## config.mk

```make
export PLATFORM = sky130hd
export DESIGN_NAME = corescore_reset_seq
export DESIGN_NICKNAME = d
export VERILOG_FILES = /design/src/rtl/corescore_reset_seq.sv
export SDC_FILE = /design/constraint.sdc
export NUM_CORES = 1
export LEC_CHECK = 0
export BUFFER_PORTS_ARGS = -buffer_cell sky130_fd_sc_hd__buf_4
export CORE_MARGIN = 4
export CORE_UTILIZATION = 25
export CTS_BUF_LIST = sky130_fd_sc_hd__clkbuf_2 sky130_fd_sc_hd__clkbuf_4 sky130_fd_sc_hd__clkbuf_8
export CTS_CLUSTER_DIAMETER = 50
export CTS_CLUSTER_SIZE = 8
export DETAILED_ROUTE_END_ITERATION = 10
export GPL_ROUTABILITY_DRIVEN = 0
export MAX_ROUTING_LAYER = met4
export PLACE_DENSITY = 0.48
export SYNTH_ARGS = -nofsm -noshare
export SYNTH_HDL_FRONTEND = slang
export SYNTH_SLANG_ARGS = --single-unit
```

## constraint.sdc

```tcl
create_clock -name i_clk -period 1.2 [get_ports i_clk]
set_clock_uncertainty 0.15 [all_clocks]
set_input_delay 0.24 -clock i_clk [delete_from_list [all_inputs] [get_ports i_clk]]
set_output_delay 0.24 -clock i_clk [all_outputs]
set_load 0.02 [all_outputs]
```

## src/rtl/corescore_reset_seq.sv

```systemverilog
// corescore_reset_seq: reset sequencer for the PLL-derived system clock domain.
//
// The PLL lock indicator is synchronised, must stay high for LOCK_STABLE cycles,
// then NUM_RST reset channels are released one at a time (bit 0 first), STAGE_DELAY
// cycles apart. o_ready rises together with the last release. Losing lock after the
// first release reasserts every channel and restarts the whole sequence.
//
// Optional feature: define CORESCORE_RESET_SEQ_LOSS_CNT_EN to build a saturating
// counter of lock-loss events (RELEASE or RUN only). Without it o_loss_cnt is 0.
//
// Ports:
//   i_clk       system clock, all logic on its rising edge
//   i_rst       synchronous active-high reset
//   i_locked    PLL lock, asynchronous to i_clk
//   o_rst       per-channel active-high reset, registered, bit 0 released first
//   o_ready     high once every channel is released, registered
//   o_loss_cnt  lock-loss event count (0 unless the optional feature is built)

module corescore_reset_seq #(
  parameter int unsigned NUM_RST     = 2,
  parameter int unsigned LOCK_SYNC   = 2,
  parameter int unsigned LOCK_STABLE = 16,
  parameter int unsigned STAGE_DELAY = 4,
  parameter int unsigned LOSS_CNT_W  = 8
) (
  input  logic                  i_clk,
  input  logic                  i_rst,
  input  logic                  i_locked,
  output logic [NUM_RST-1:0]    o_rst,
  output logic                  o_ready,
  output logic [LOSS_CNT_W-1:0] o_loss_cnt
);

  // Counters only ever need to reach their limit minus one.
  localparam int unsigned CNT_W = (LOCK_STABLE > 1) ? $clog2(LOCK_STABLE) : 1;
  localparam int unsigned DLY_W = (STAGE_DELAY > 1) ? $clog2(STAGE_DELAY) : 1;
  localparam int unsigned STG_W = (NUM_RST > 1) ? $clog2(NUM_RST) : 1;

  localparam logic [CNT_W-1:0] CNT_LAST = CNT_W'(LOCK_STABLE - 1);
  localparam logic [DLY_W-1:0] DLY_LAST = DLY_W'(STAGE_DELAY - 1);
  localparam logic [STG_W-1:0] STG_LAST = STG_W'(NUM_RST - 1);

  typedef enum logic [1:0] {
    StWaitLock,
    StStable,
    StRelease,
    StRun
  } state_e;

  state_e              state_q, state_d;
  logic [LOCK_SYNC-1:0] sync_q;
  logic                lk;
  logic [CNT_W-1:0]    cnt_q, cnt_d;
  logic [DLY_W-1:0]    dly_q, dly_d;
  logic [STG_W-1:0]    stage_q, stage_d;
  logic [STG_W-1:0]    stage_nxt;
  logic [NUM_RST-1:0]  rst_q, rst_d;
  logic                ready_q, ready_d;
  logic                start_release;
  logic                loss_event;

  // Lock synchroniser; lk is the only view of i_locked used anywhere else.
  always_ff @(posedge i_clk) begin
    if (i_rst) begin
      sync_q <= '0;
    end else begin
      sync_q <= {sync_q[LOCK_SYNC-2:0], i_locked};
    end
  end

  assign lk        = sync_q[LOCK_SYNC-1];
  assign stage_nxt = stage_q + 1'b1;

  always_ff @(posedge i_clk) begin
    if (i_rst) begin
      state_q <= StWaitLock;
      cnt_q   <= '0;
      dly_q   <= '0;
      stage_q <= '0;
      rst_q   <= '1;
      ready_q <= 1'b0;
    end else begin
      state_q <= state_d;
      cnt_q   <= cnt_d;
      dly_q   <= dly_d;
      stage_q <= stage_d;
      rst_q   <= rst_d;
      ready_q <= ready_d;
    end
  end

  always_comb begin
    state_d       = state_q;
    cnt_d         = cnt_q;
    dly_d         = dly_q;
    stage_d       = stage_q;
    rst_d         = rst_q;
    ready_d       = ready_q;
    start_release = 1'b0;
    loss_event    = 1'b0;

    unique case (state_q)
      StWaitLock: begin
        rst_d   = '1;
        ready_d = 1'b0;
        cnt_d   = '0;
        if (lk) begin
          // The edge that first sees lk already counts as one stable cycle.
          if (LOCK_STABLE == 1) begin
            start_release = 1'b1;
          end else begin
            state_d = StStable;
            cnt_d   = CNT_W'(1);
          end
        end
      end
      StStable: begin
        if (!lk) begin
          state_d = StWaitLock;
          cnt_d   = '0;
        end else if (cnt_q == CNT_LAST) begin
          start_release = 1'b1;
        end else begin
          cnt_d = cnt_q + 1'b1;
        end
      end
      StRelease: begin
        if (!lk) begin
          loss_event = 1'b1;
        end else if (dly_q == DLY_LAST) begin
          dly_d            = '0;
          stage_d          = stage_nxt;
          rst_d[stage_nxt] = 1'b0;
          if (stage_nxt == STG_LAST) begin
            state_d = StRun;
            ready_d = 1'b1;
          end
        end else begin
          dly_d = dly_q + 1'b1;
        end
      end
      StRun: begin
        if (!lk) begin
          loss_event = 1'b1;
        end
      end
      default: begin
        state_d = StWaitLock;
      end
    endcase

    if (start_release) begin
      cnt_d    = '0;
      dly_d    = '0;
      stage_d  = '0;
      rst_d[0] = 1'b0;
      if (NUM_RST == 1) begin
        state_d = StRun;
        ready_d = 1'b1;
      end else begin
        state_d = StRelease;
      end
    end

    if (loss_event) begin
      state_d = StWaitLock;
      cnt_d   = '0;
      dly_d   = '0;
      stage_d = '0;
      rst_d   = '1;
      ready_d = 1'b0;
    end
  end

  assign o_rst   = rst_q;
  assign o_ready = ready_q;

`ifdef CORESCORE_RESET_SEQ_LOSS_CNT_EN
  logic [LOSS_CNT_W-1:0] loss_q;

  // Saturating; only i_rst clears it, a relock does not.
  always_ff @(posedge i_clk) begin
    if (i_rst) begin
      loss_q <= '0;
    end else if (loss_event && (loss_q != '1)) begin
      loss_q <= loss_q + 1'b1;
    end
  end

  assign o_loss_cnt = loss_q;
`else
  logic unused_loss_event;
  assign unused_loss_event = loss_event;
  assign o_loss_cnt        = '0;
`endif

endmodule

```

* Word-level counts from Yosys, hierarchy flattened
Cells that the tools add are included.
** Operators by class
- $add $sub $neg :: 3
- Equal/unequal tests :: 16
- Reductions and logical operators :: 18
- Bitwise operators :: 2
- Multiplexer cells :: 27
- $lt $le $gt $ge :: 2
** Operators by type and width (count)
- 2-to-1 mux 2 bit :: 9
- inequality test 3 bit, second input constant :: 6
- AND reduction 6 bit :: 2
- 2-to-1 mux 1 bit :: 11
- inequality test 2 bit, second input constant :: 5
- AND reduction 3 bit :: 3
- 2-to-1 mux 4 bit :: 2
- case mux 4 bit (2 select lines) :: 1
- equality test 2 bit, second input constant :: 3
- case mux 2 bit (3 select lines) :: 1
- nonzero test 3 bit :: 2
- adder 4 x 1 -> 4 bit, second input constant :: 1
- equality test 4 bit, second input constant :: 1
- case mux 2 bit (2 select lines) :: 1
- AND reduction 2 bit :: 2
- AND reduction 4 bit :: 1
- nonzero test 2 bit :: 2
- nonzero test 4 bit :: 1
- OR reduction 2 bit :: 2
- OR reduction 3 bit :: 1
- adder 2 x 1 -> 2 bit, second input constant :: 1
- bitwise AND 2 bit :: 1
- equality test 2 x 1 -> 1 bit, second input constant :: 1
- zero test 2 bit :: 1
- 7 further kinds :: 7
** Word-level totals
- Register bits :: 14

* Logic depth before layout (Yosys ltp)
- Depth after elaboration :: 11
- Mapped depth :: 4

* Worst setup path after synthesis
OpenSTA, ideal clock, no wires.
- Kind :: register -> register
- Start point :: register cnt_q[0]
- End point :: register dly_q[1]
- Path slack :: -66 ps
- Stages on the path, launching flop included :: 5
- Data arrival time :: 990 ps
- Period minus slack after synthesis :: 1266 ps
- Path through :: dfxtp_1 -> ha_1 -> nand3_1 -> o221ai_1 -> nor2_1
** Between the ends
- Cells in the longest elaborated chain, start to end :: 5
** RTL lines
- start: declaration :: line 53 : logic [CNT_W-1:0] cnt_q, cnt_d;
- start signal: assignment :: line 84 : cnt_q <= cnt_d;
- equality test 4 bit :: line 121 : end else if (cnt_q == CNT_LAST) begin
- 2-to-1 mux 1 bit :: line 121
- 2-to-1 mux 1 bit :: line 118 : if (!lk) begin
- 2-to-1 mux 1 bit :: line 102 : unique case (state_q)
- OR reduction 3 bit (no source line)
- end signal: assignment :: line 85 : dly_q <= dly_d;
- end: declaration :: line 54 : logic [DLY_W-1:0] dly_q, dly_d;
Every way passes these cells.
A chain may end at the register's enable or synchronous reset.

* Worst setup path after layout
- Start point :: register state_q[1]
- End point :: register dly_q[0]
** Between the ends
- Cells in the longest elaborated chain, start to end :: 4
- Elaborated cells on any way between the ends :: 8
- Classes of those cells :: eq/ne (3); mux (2); reduce/logical (3)
** RTL lines
- start: declaration :: line 50 : state_e state_q, state_d;
- start signal: assignment :: line 76 : state_q <= StWaitLock;
- start signal: assignment :: line 83 : state_q <= state_d;
- equality test 2 bit :: line 102
- OR reduction 2 bit (no source line)
- 2-to-1 mux 1 bit
- OR reduction 3 bit (no source line)
Several ways; a longest one is shown, not always the timed one.

==> out/summary.txt <==
VDD IR-drop max = 596 µV
Worst EP arrival = 1300 ps
cell taking the most area after synthesis = dfxtp_1
CTS max path bufs = 2
worst r2r path cells = 4
RSZ-0062 raised after global routing = true
fin crit period = 1230 ps
Pre-antenna DRT Iters = 4
Final HPWL DP = 1030 µm
sequential area share after synthesis = 38.4%
hold slack = 18.7 ps
Startpoint Class = flop
Post-synth EDFFs = 0
die area = 3850 µm²
WL/cell = 11.6 µm
CTS tree = done
htree depth = 1
routed wire length = 1620 µm
Synth Cell Area = 731 µm²
slowest cell delay on critical path = 390 ps
Synth Register Bits = 14
Synth Area in Compound Gates = 15.4%
storage element area = 304 µm²
Post-Synthesis Cells = 81
Place WS = -112 ps
top-count cell post-synth = dfxtp_1
CP cell instances = buf_6 -> nand3b_4 -> or3_1 -> a21oi_1
Port Buffers = 5
outcome = finished with violations
via count = 626
die extent in y = 62.1 µm
DR vias/cell = 4.50
internal power = 0.000674 W
WP data required = 1270 ps
Period Utilization, post-route = 102%
fraction of layout cells with a size suffix above 1 = 51.9%
core area = 2780 µm²
area share of and/or/nand/nor cells after synthesis = 26.5%
Cell Rows = 19
n_diodes = 0
CTS Hold Bufs = 0
Ports = 14
Net Sw Frac = 23.6%
met3 Usage GRT = 2.48%
fin. max-slew vios = 0
top cell type's share of synthesized area = 38.4%
Max Clock Freq = 816 MHz
Clk pwr share = 39.0%
Global Route met2 Usage = 14.6%
Max-Cap Viols = 0
Hold Path Depth = 2
vias in the first global route = 606
adder-cell area share of the yosys netlist = 3.42%
Initial DRC Count = 6
CP bufs+invs = 1
GRT Overall Usage = 9.64%
post-synthesis mux area share = 1.37%
Residual DRC = 0
Worst Setup Path Type = reg -> reg
failing checks = negative setup slack
Synth async-reset ratio = 0%
switching power = 0.000208 W
TritonCTS Buffers = 3
post-route ant nets = 0
Most Used Layer, Global Route = met2
combinational share of power = 7.9%
hold crit path type = in -> reg
Initial Util = 26.3%
Avg Cell Area, Syn = 9.02 µm²
Yosys cell types = 29
CP Capture Type = flop
critical path depth = 4
Setup-failing EPs final = 4
root buf cell = clkbuf_4
clock sinks = 14
Leak = 0.483 nW
Slowest-stage cell, CP = dfxtp_4
CTS clk-pin slew, worst paths = 90 ps
worst setup margin = -25.4 ps
PwrDens = 813 nW/µm²
total grt overflow = 0
Synth area leaders = dfxtp_1 (38%), buf_4 (9.2%), nand3b_4 (5.5%)
antenna violations before repair = 0
Flop pwr share = 53.1%
post-synthesis xor/xnor area fraction = 0%
multi-input logic area = 467 µm²
pin count of the biggest net entering global routing = 10
Hold Fails Final Rpt = 0
Yosys warnings = 0
top cells by count, synth = dfxtp_1 (14), buf_4 (9), a21oi_1 (7)
Skew-Pair Late Insertion Delay = 280 ps
M1 GR Usage = 11.5%
largest family of logic cells by synthesized area = simple AND/OR/NAND/NOR gates
Fillers = 281
first-pass GRT wire length = 2610 µm
die width = 62.1 µm
Main synth FF type = dfxtp_1
CP delay by family, top = simple AND/OR/NAND/NOR gates
area grow syn2layout = 48.6%
nets@finish = 114
CP max FO = 6
routing by layer:
metal / routed length (µm) / vias to the layer above
met1: 715 / 289
met2: 812 / 13
met3: 61 / 4
met5: 0 / -
li1: - / 320
met4: 29 / 0
timing repair:
action / in CTS / in global routing
endpoints found under the hold margin: 0 / 0
gates cloned: 0 / 0
resized for setup: 18 / 21
setup endpoints to repair: 11 / 12
buffers inserted: 6 / 3
pin swaps: 6 / 5
final timing paths:
path	from	end	slack [ps]
max reg2reg	state_q[1]	dly_q[0]	-30
max	state_q[1]	dly_q[0]	-30
min	i_locked	sync_q[0]	20
min reg2reg	sync_q[0]	sync_q[1]	290
state kept, by name, indices dropped and copies added, names as in the netlist:
register / count
cnt_q: 4
dly_q: 2
o_ready: 1
o_rst: 2
stage_q: 1
state_q: 2
sync_q: 2
logic make-up (layout without fill, tap and decap cells):
group,count (synthesis),in the layout
AOI/OAI and AO/OA,18,18
muxes,1,1
DFF,14,14
and+or+nand+nor,30,30
other,1,8
adders and majority gates,2,2
buffers and inverters,15,35
worst register-to-register path, delay by kind of cell, from the launching register on:
| family | cells | cell delay [ps] |
|---|---|---|
| buffers and inverters | 1 | 110 |
| AOI/OAI and AO/OA | 1 | 110 |
| DFF | 1 | 390 |
| and+or+nand+nor | 2 | 400 |
placed cells by master, fill, tap and decap left out, types with 2 or more instances in the layout:
cell type / Yosys / final
nand2b_4: 0 / 2
nor2b_1: 4 / 3
a21oi_1: 7 / 5
dfxtp_1: 14 / 5
nor3_1: 2 / 2
ha_4: 0 / 2
a21o_1: 2 / 2
buf_4: 9 / 21
o21ai_1: 0 / 2
dfxtp_2: 0 / 4
nor2_1: 5 / 5
clkbuf_4: 0 / 3
nand2_1: 5 / 5
dfxtp_4: 0 / 5
buf_6: 2 / 6
conb_1: 1 / 8
a21oi_2: 0 / 2
nand3b_4: 2 / 2
or3_1: 2 / 2
inv_1: 4 / 4
cell type report:
cell class                      instances  share of cell area (%)
Inverter                                4                    1.38
Timing Repair Buffer                   27                    20.7
Multi-Input combinational cell         59                    43.0
Tap cell                               31                    3.57
Clock buffer                            4                    3.34
Sequential cell                        14                    28.0
power groups by stage:
stage / registers (W) / clock network (W) / logic (W)
floorplan: 0.000482 / 0 / 0.0000640
global placement: 0.000484 / 0 / 0.0000656
detailed placement: 0.000484 / 0 / 0.0000653
CTS: 0.000472 / 0.000359 / 0.0000743
global route: 0.000470 / 0.000378 / 0.0000762
finish: 0.000469 / 0.000344 / 0.0000693
stage by stage:
step / setup TNS [ps] / std cells / power, W / instance area [µm²] / util (%)
3_5_place_dp: -828 / 127 / 0.000550 / 873 / 31.4
4_1_cts: -231 / 137 / 0.000905 / 1020 / 36.8
3_3_place_gp: -652 / 127 / 0.000550 / 873 / 31.4
2_1_floorplan: -18.8 / 88 / 0.000546 / 769 / -
6_report: -81.6 / 139 / 0.000882 / 1090 / 39.0
5_1_grt: -419 / 139 / 0.000924 / 1090 / 39.0
(Power assumes the default switching activity.)
